[src/rtl/mult_pkg.sv]
// Shared types and helpers for the pipelined multiply / multiply-accumulate unit.
package mult_pkg;

    function automatic int prod_width(input int a_w, input int b_w);
        return a_w + b_w;
    endfunction

    // Per-beat control carried alongside the product through the pipe.
    typedef struct packed {
        logic sgn;
        logic acc;
    } beat_ctrl_t;

endpackage

[src/rtl/mult_pipe_stage.sv]
// One stallable pipeline register: valid bit is reset, payload is not.
module mult_pipe_stage #(
    parameter int W = 8
) (
    input  logic         clk,
    input  logic         rst_n,
    input  logic         en_i,
    input  logic         valid_i,
    input  logic [W-1:0] data_i,
    output logic         valid_o,
    output logic [W-1:0] data_o
);

    logic         valid_q;
    logic [W-1:0] data_q;

    always_ff @(posedge clk or negedge rst_n) begin
        if (!rst_n) begin
            valid_q <= 1'b0;
        end else if (en_i) begin
            valid_q <= valid_i;
        end
    end

    always_ff @(posedge clk) begin
        if (en_i) begin
            data_q <= data_i;
        end
    end

    assign valid_o = valid_q;
    assign data_o  = data_q;

endmodule

[src/rtl/mult_acc_pipe.sv]
// Pipelined multiply / multiply-accumulate with whole-pipe stall on backpressure.
// Handshake: a beat moves on an edge where valid && ready; ready never depends on valid.
module mult_acc_pipe
    import mult_pkg::*;
#(
    parameter int A_W         = 18,
    parameter int B_W         = 18,
    parameter int PIPE_STAGES = 4,
    parameter int ACC_W       = 48
) (
    input  logic             clk,
    input  logic             rst_n,
    input  logic             in_valid,
    output logic             in_ready,
    input  logic [A_W-1:0]   in_a,
    input  logic [B_W-1:0]   in_b,
    input  logic             in_signed,
    input  logic             in_acc,
    output logic             out_valid,
    input  logic             out_ready,
    output logic [ACC_W-1:0] out_data,
    output logic             out_ovf
);

    localparam int P_W = prod_width(A_W, B_W);

    typedef struct packed {
        logic [P_W-1:0] product;
        beat_ctrl_t     ctrl;
    } stage_payload_t;

    localparam int PL_W = $bits(stage_payload_t);

    logic advance;

    logic             in_vld_q;
    logic [A_W-1:0]   a_q;
    logic [B_W-1:0]   b_q;
    beat_ctrl_t       in_ctrl_q;

    logic [P_W-1:0]   a_ext, b_ext, product;
    stage_payload_t   pl_in;

    logic [PL_W-1:0]        stg_data [PIPE_STAGES];
    logic [PIPE_STAGES-1:0] stg_vld;
    stage_payload_t         last;

    logic [ACC_W-1:0] ext;
    logic [ACC_W:0]   sum_full;
    logic             ovf_acc;
    logic [ACC_W-1:0] out_data_d;
    logic             out_ovf_d;

    logic             out_valid_q;
    logic [ACC_W-1:0] out_data_q;
    logic             out_ovf_q;

    assign advance  = !out_valid_q || out_ready;
    assign in_ready = advance;

    always_ff @(posedge clk or negedge rst_n) begin
        if (!rst_n) begin
            in_vld_q <= 1'b0;
        end else if (advance) begin
            in_vld_q <= in_valid;
        end
    end

    always_ff @(posedge clk) begin
        if (advance) begin
            a_q           <= in_a;
            b_q           <= in_b;
            in_ctrl_q.sgn <= in_signed;
            in_ctrl_q.acc <= in_acc;
        end
    end

    // Extending both operands to P_W and keeping the low P_W bits gives the
    // correct product for either signedness.
    always_comb begin
        a_ext = P_W'(a_q);
        b_ext = P_W'(b_q);
        if (in_ctrl_q.sgn && a_q[A_W-1]) a_ext[P_W-1:A_W] = '1;
        if (in_ctrl_q.sgn && b_q[B_W-1]) b_ext[P_W-1:B_W] = '1;
        product = a_ext * b_ext;
    end

    assign pl_in = {product, in_ctrl_q};

    for (genvar g = 0; g < PIPE_STAGES; g++) begin : g_stage
        if (g == 0) begin : g_first
            mult_pipe_stage #(.W(PL_W)) u_stage (
                .clk     (clk),
                .rst_n   (rst_n),
                .en_i    (advance),
                .valid_i (in_vld_q),
                .data_i  (pl_in),
                .valid_o (stg_vld[g]),
                .data_o  (stg_data[g])
            );
        end else begin : g_rest
            mult_pipe_stage #(.W(PL_W)) u_stage (
                .clk     (clk),
                .rst_n   (rst_n),
                .en_i    (advance),
                .valid_i (stg_vld[g-1]),
                .data_i  (stg_data[g-1]),
                .valid_o (stg_vld[g]),
                .data_o  (stg_data[g])
            );
        end
    end

    assign last = stg_data[PIPE_STAGES-1];

    always_comb begin
        ext = '0;
        ext[P_W-1:0] = last.product;
        for (int i = P_W; i < ACC_W; i++) begin
            ext[i] = last.ctrl.sgn & last.product[P_W-1];
        end
        sum_full = {1'b0, out_data_q} + {1'b0, ext};
        if (last.ctrl.sgn) begin
            ovf_acc = (out_data_q[ACC_W-1] == ext[ACC_W-1]) &&
                      (sum_full[ACC_W-1] != out_data_q[ACC_W-1]);
        end else begin
            ovf_acc = sum_full[ACC_W];
        end
        out_data_d = last.ctrl.acc ? sum_full[ACC_W-1:0] : ext;
        out_ovf_d  = last.ctrl.acc ? ovf_acc : 1'b0;
    end

    // Bubbles clear out_valid but leave the accumulator untouched.
    always_ff @(posedge clk or negedge rst_n) begin
        if (!rst_n) begin
            out_valid_q <= 1'b0;
            out_data_q  <= '0;
            out_ovf_q   <= 1'b0;
        end else if (advance) begin
            out_valid_q <= stg_vld[PIPE_STAGES-1];
            if (stg_vld[PIPE_STAGES-1]) begin
                out_data_q <= out_data_d;
                out_ovf_q  <= out_ovf_d;
            end
        end
    end

    assign out_valid = out_valid_q;
    assign out_data  = out_data_q;
    assign out_ovf   = out_ovf_q;

endmodule

[config.mk]
export PLATFORM = sky130hd
export DESIGN_NAME = mult_acc_pipe
export DESIGN_NICKNAME = d
export VERILOG_FILES = /design/src/rtl/mult_pkg.sv /design/src/rtl/mult_pipe_stage.sv /design/src/rtl/mult_acc_pipe.sv
export SDC_FILE = /design/constraint.sdc
export NUM_CORES = 2
export LEC_CHECK = 0
export BUFFER_PORTS_ARGS = -buffer_cell sky130_fd_sc_hd__buf_4
export CELL_PAD_IN_SITES_DETAIL_PLACEMENT = 0
export CELL_PAD_IN_SITES_GLOBAL_PLACEMENT = 1
export CORE_MARGIN = 3
export CORE_UTILIZATION = 51
export CTS_BUF_LIST = sky130_fd_sc_hd__clkbuf_16
export DETAILED_ROUTE_END_ITERATION = 6
export GPL_ROUTABILITY_DRIVEN = 0
export HOLD_SLACK_MARGIN = 0.12
export PLACE_DENSITY = 0.8
export SLEW_MARGIN = 20
export SYNTH_ARGS = -nofsm -noshare
export SYNTH_HDL_FRONTEND = slang
export SYNTH_SLANG_ARGS = --single-unit
export TNS_END_PERCENT = 1
[constraint.sdc]
create_clock -name clk -period 27.4 [get_ports clk]
set_input_delay 5.48 -clock clk [delete_from_list [all_inputs] [get_ports clk]]
set_output_delay 5.48 -clock clk [all_outputs]
set_load 0.02 [all_outputs]
==> qor.yml <==
reg2regPathDepth: 22
io_buffers: 92
yosysMostFrequentCell: "inv_1"
whs_path_depth: 0
nFillCells: 4502
worst_pin_slew_ps: 1120
finalMaxSlewViolations: 0
syn_inst: 2555
yosys_warnings: 0
syn_area_mm2: 0.0267
synth_cell_types: 69
io_pins: 93
cts_buffer_depth: 3
route.detailed.drc: 0
cts_tree: "done"
cts.sinks: 245
status: "complete, no violations"
grt_max_degree: 80
postSynthAreaPerCell_um2: 10.4
wl_per_cell_um: 17.6
min_from: "g_stage[2].g_rest.u_stage.data_o[29]"
regArea_mm2: 0.00708
setup.worst_path.end_class: "primary output"
hpwlAfterDp_um: 45000
ys_async_sr_fraction_pct: 22.4
fin_tns_setup_ps: 0
yosys.area.top_type: "fa_1"
ff2ff_setup_slack_ps: 18810
cts_root_buf: "clkbuf_16"
cts_resized: 0
die_area_mm2: 0.0551
fp.dieW_um: 235
drt_pass1_iterations: 5
post_cts_buffers: 0
final-hold-violation-count: 0
setup_viol: 0
critical_path_class: "input port to primary output"
cp_max_fo: 3
hold_path_class: "flop to flop"
slew_headroom_pct: 25.4
rsz0062_at_grt: "false"
die_height_um: 235
ys_seq_area_share_pct: 26.5
clock_skew_ps: 11.0
multiInputGateArea_mm2: 0.0172
row_count: 83
cts_buffers: 29
required_ps: 21920
fin_crit_ps: 11420
ys_seq_elements: 245
clk_pin_slew_ps: 60
synth.area.top_cells: "fa_1, edfxtp_1, ha_1, inv_1, dfrtp_1"
finalCritPeriodShare_pct: 41.7
syn2layout_area_growth_pct: 8.65
grtUsageTotal_pct: 21.6
cts_hold_buf: 0
fin_nets: 3263
grt_pass1_wl_um: 97000
core_area_mm2: 0.0515
synthesis.nets: 3212
r2r_start: "a_q[17]"
ys.flop_type: "edfxtp_1"
initial_core_util_pct: 51.8
reg2reg_to: "g_stage[0].g_first.u_stage.data_o[37]"
drv_cap: 0
vias: 17471
max_freq_ghz: 0.0875
synth_edf_count: 190
avgViaCountPerCell: 5.28
antenna_found_initial: 0
synth_top_area_share_pct: 32.1
cp-start-kind: "input port"
routed_wl_um: 58300
crit_arrival_ps: 5940
drt_iter0_drc: 1214
grt-ovfl-total: 0
drive_gt1_share_pct: 6.77
min_to: "g_stage[3].g_rest.u_stage.data_o[29]"
htreeDepth: 1
grt_pass1_vias: 18783
insertion_delay_ps: 570
ant_nets: 0
synth_common_cells: "inv_1, fa_1, nand2_1"
==> cells in the final DEF, fill, tap and decap left out, types with 4 or more instances in the layout <==
master / n
inv_1: 556
nand2_1: 232
ha_1: 187
and2_1: 200
and3_1: 24
clkbuf_16: 29
edfxtp_1: 190
o21a_1: 12
a211oi_2: 4
nor2b_1: 6
buf_4: 108
xnor2_1: 77
o21ai_0: 73
a31oi_1: 11
mux2i_1: 23
clkinv_1: 4
or3_1: 7
nor2_1: 56
o211ai_1: 5
a21o_1: 39
nand3_1: 19
mux2_2: 5
o2111ai_1: 4
xor2_1: 31
o21ai_1: 11
clkinvlp_4: 4
dfrtp_1: 55
o21bai_1: 13
o22ai_1: 4
fa_1: 428
nand2b_1: 11
nand4_1: 10
a211oi_1: 9
a21oi_1: 98
nor3_1: 21
==> worst max-delay path: stages <==
cell and delay (ps):
buf_4 110, nand2b_4 180, buf_4 170
==> registers in the layout, indices dropped and copies added, names as in the netlist <==
name	count
b_q	18
in_vld_q	1
a_q	18
g_stage.g_rest.u_stage.valid_o	3
in_ctrl_q	2
out_ovf	1
g_stage.g_first.u_stage.valid_o	1
out_data	48
g_stage.g_rest.u_stage.data_o	114
g_stage.g_first.u_stage.data_o	38
out_valid	1
==> cells by family after synthesis <==
kind of cell    synth area share (%)
compound gates                  7.53
simple gates                    11.4
mux                             1.07
xor+xnor                        3.63
flops                           26.5
buf+inv                         9.01
fa+ha+maj                       40.9
==> stage by stage <==
stage          std cells  setup WS, ps  hold WS [ps]  instance area [um^2]  utilization, %
6_report            3310         15980           411                 29000            56.3
3_5_place_dp        3255         15970           405                 28000            54.4
5_1_grt             3309         15960           414                 29000            56.3
4_1_cts             3309         15960           410                 29000            56.3
3_3_place_gp        3255         15960           400                 28000            54.4
2_1_floorplan       2555         10850           400                 26700               -
==> worst max-delay path by stage <==
stage,slack (ps),from,end
6_report,15980,out_ready,in_ready
5_1_grt,15960,out_ready,in_ready
4_1_cts,15960,out_ready,in_ready
3_5_place_dp,15970,out_ready,in_ready
3_3_place_gp,15960,out_ready,in_ready
2_1_floorplan,10850,out_ready,in_ready
==> layer usage <==
layer	GRT usage [%]	vias up	wire, um
met3	3.18	78	3210
met2	36.4	488	28200
met4	4.90	0	1170
met1	29.8	8769	25700
li1	-	8136	-
met5	0	-	0
==> cell type report <==
cell class / instances / share of cell area (%)
repair buffers: 108 / 2.80
inverters: 552 / 7.15
well taps: 680 / 2.93
diodes: 1 / 0.00863
clock inverters: 25 / 0.828
clock buffers: 29 / 2.50
flip-flops and latches: 245 / 24.4
multi-input cells: 1670 / 59.4
Power is not shown: default switching activity piles up to over one toggle a cycle in this logic, so the estimate is an artifact.
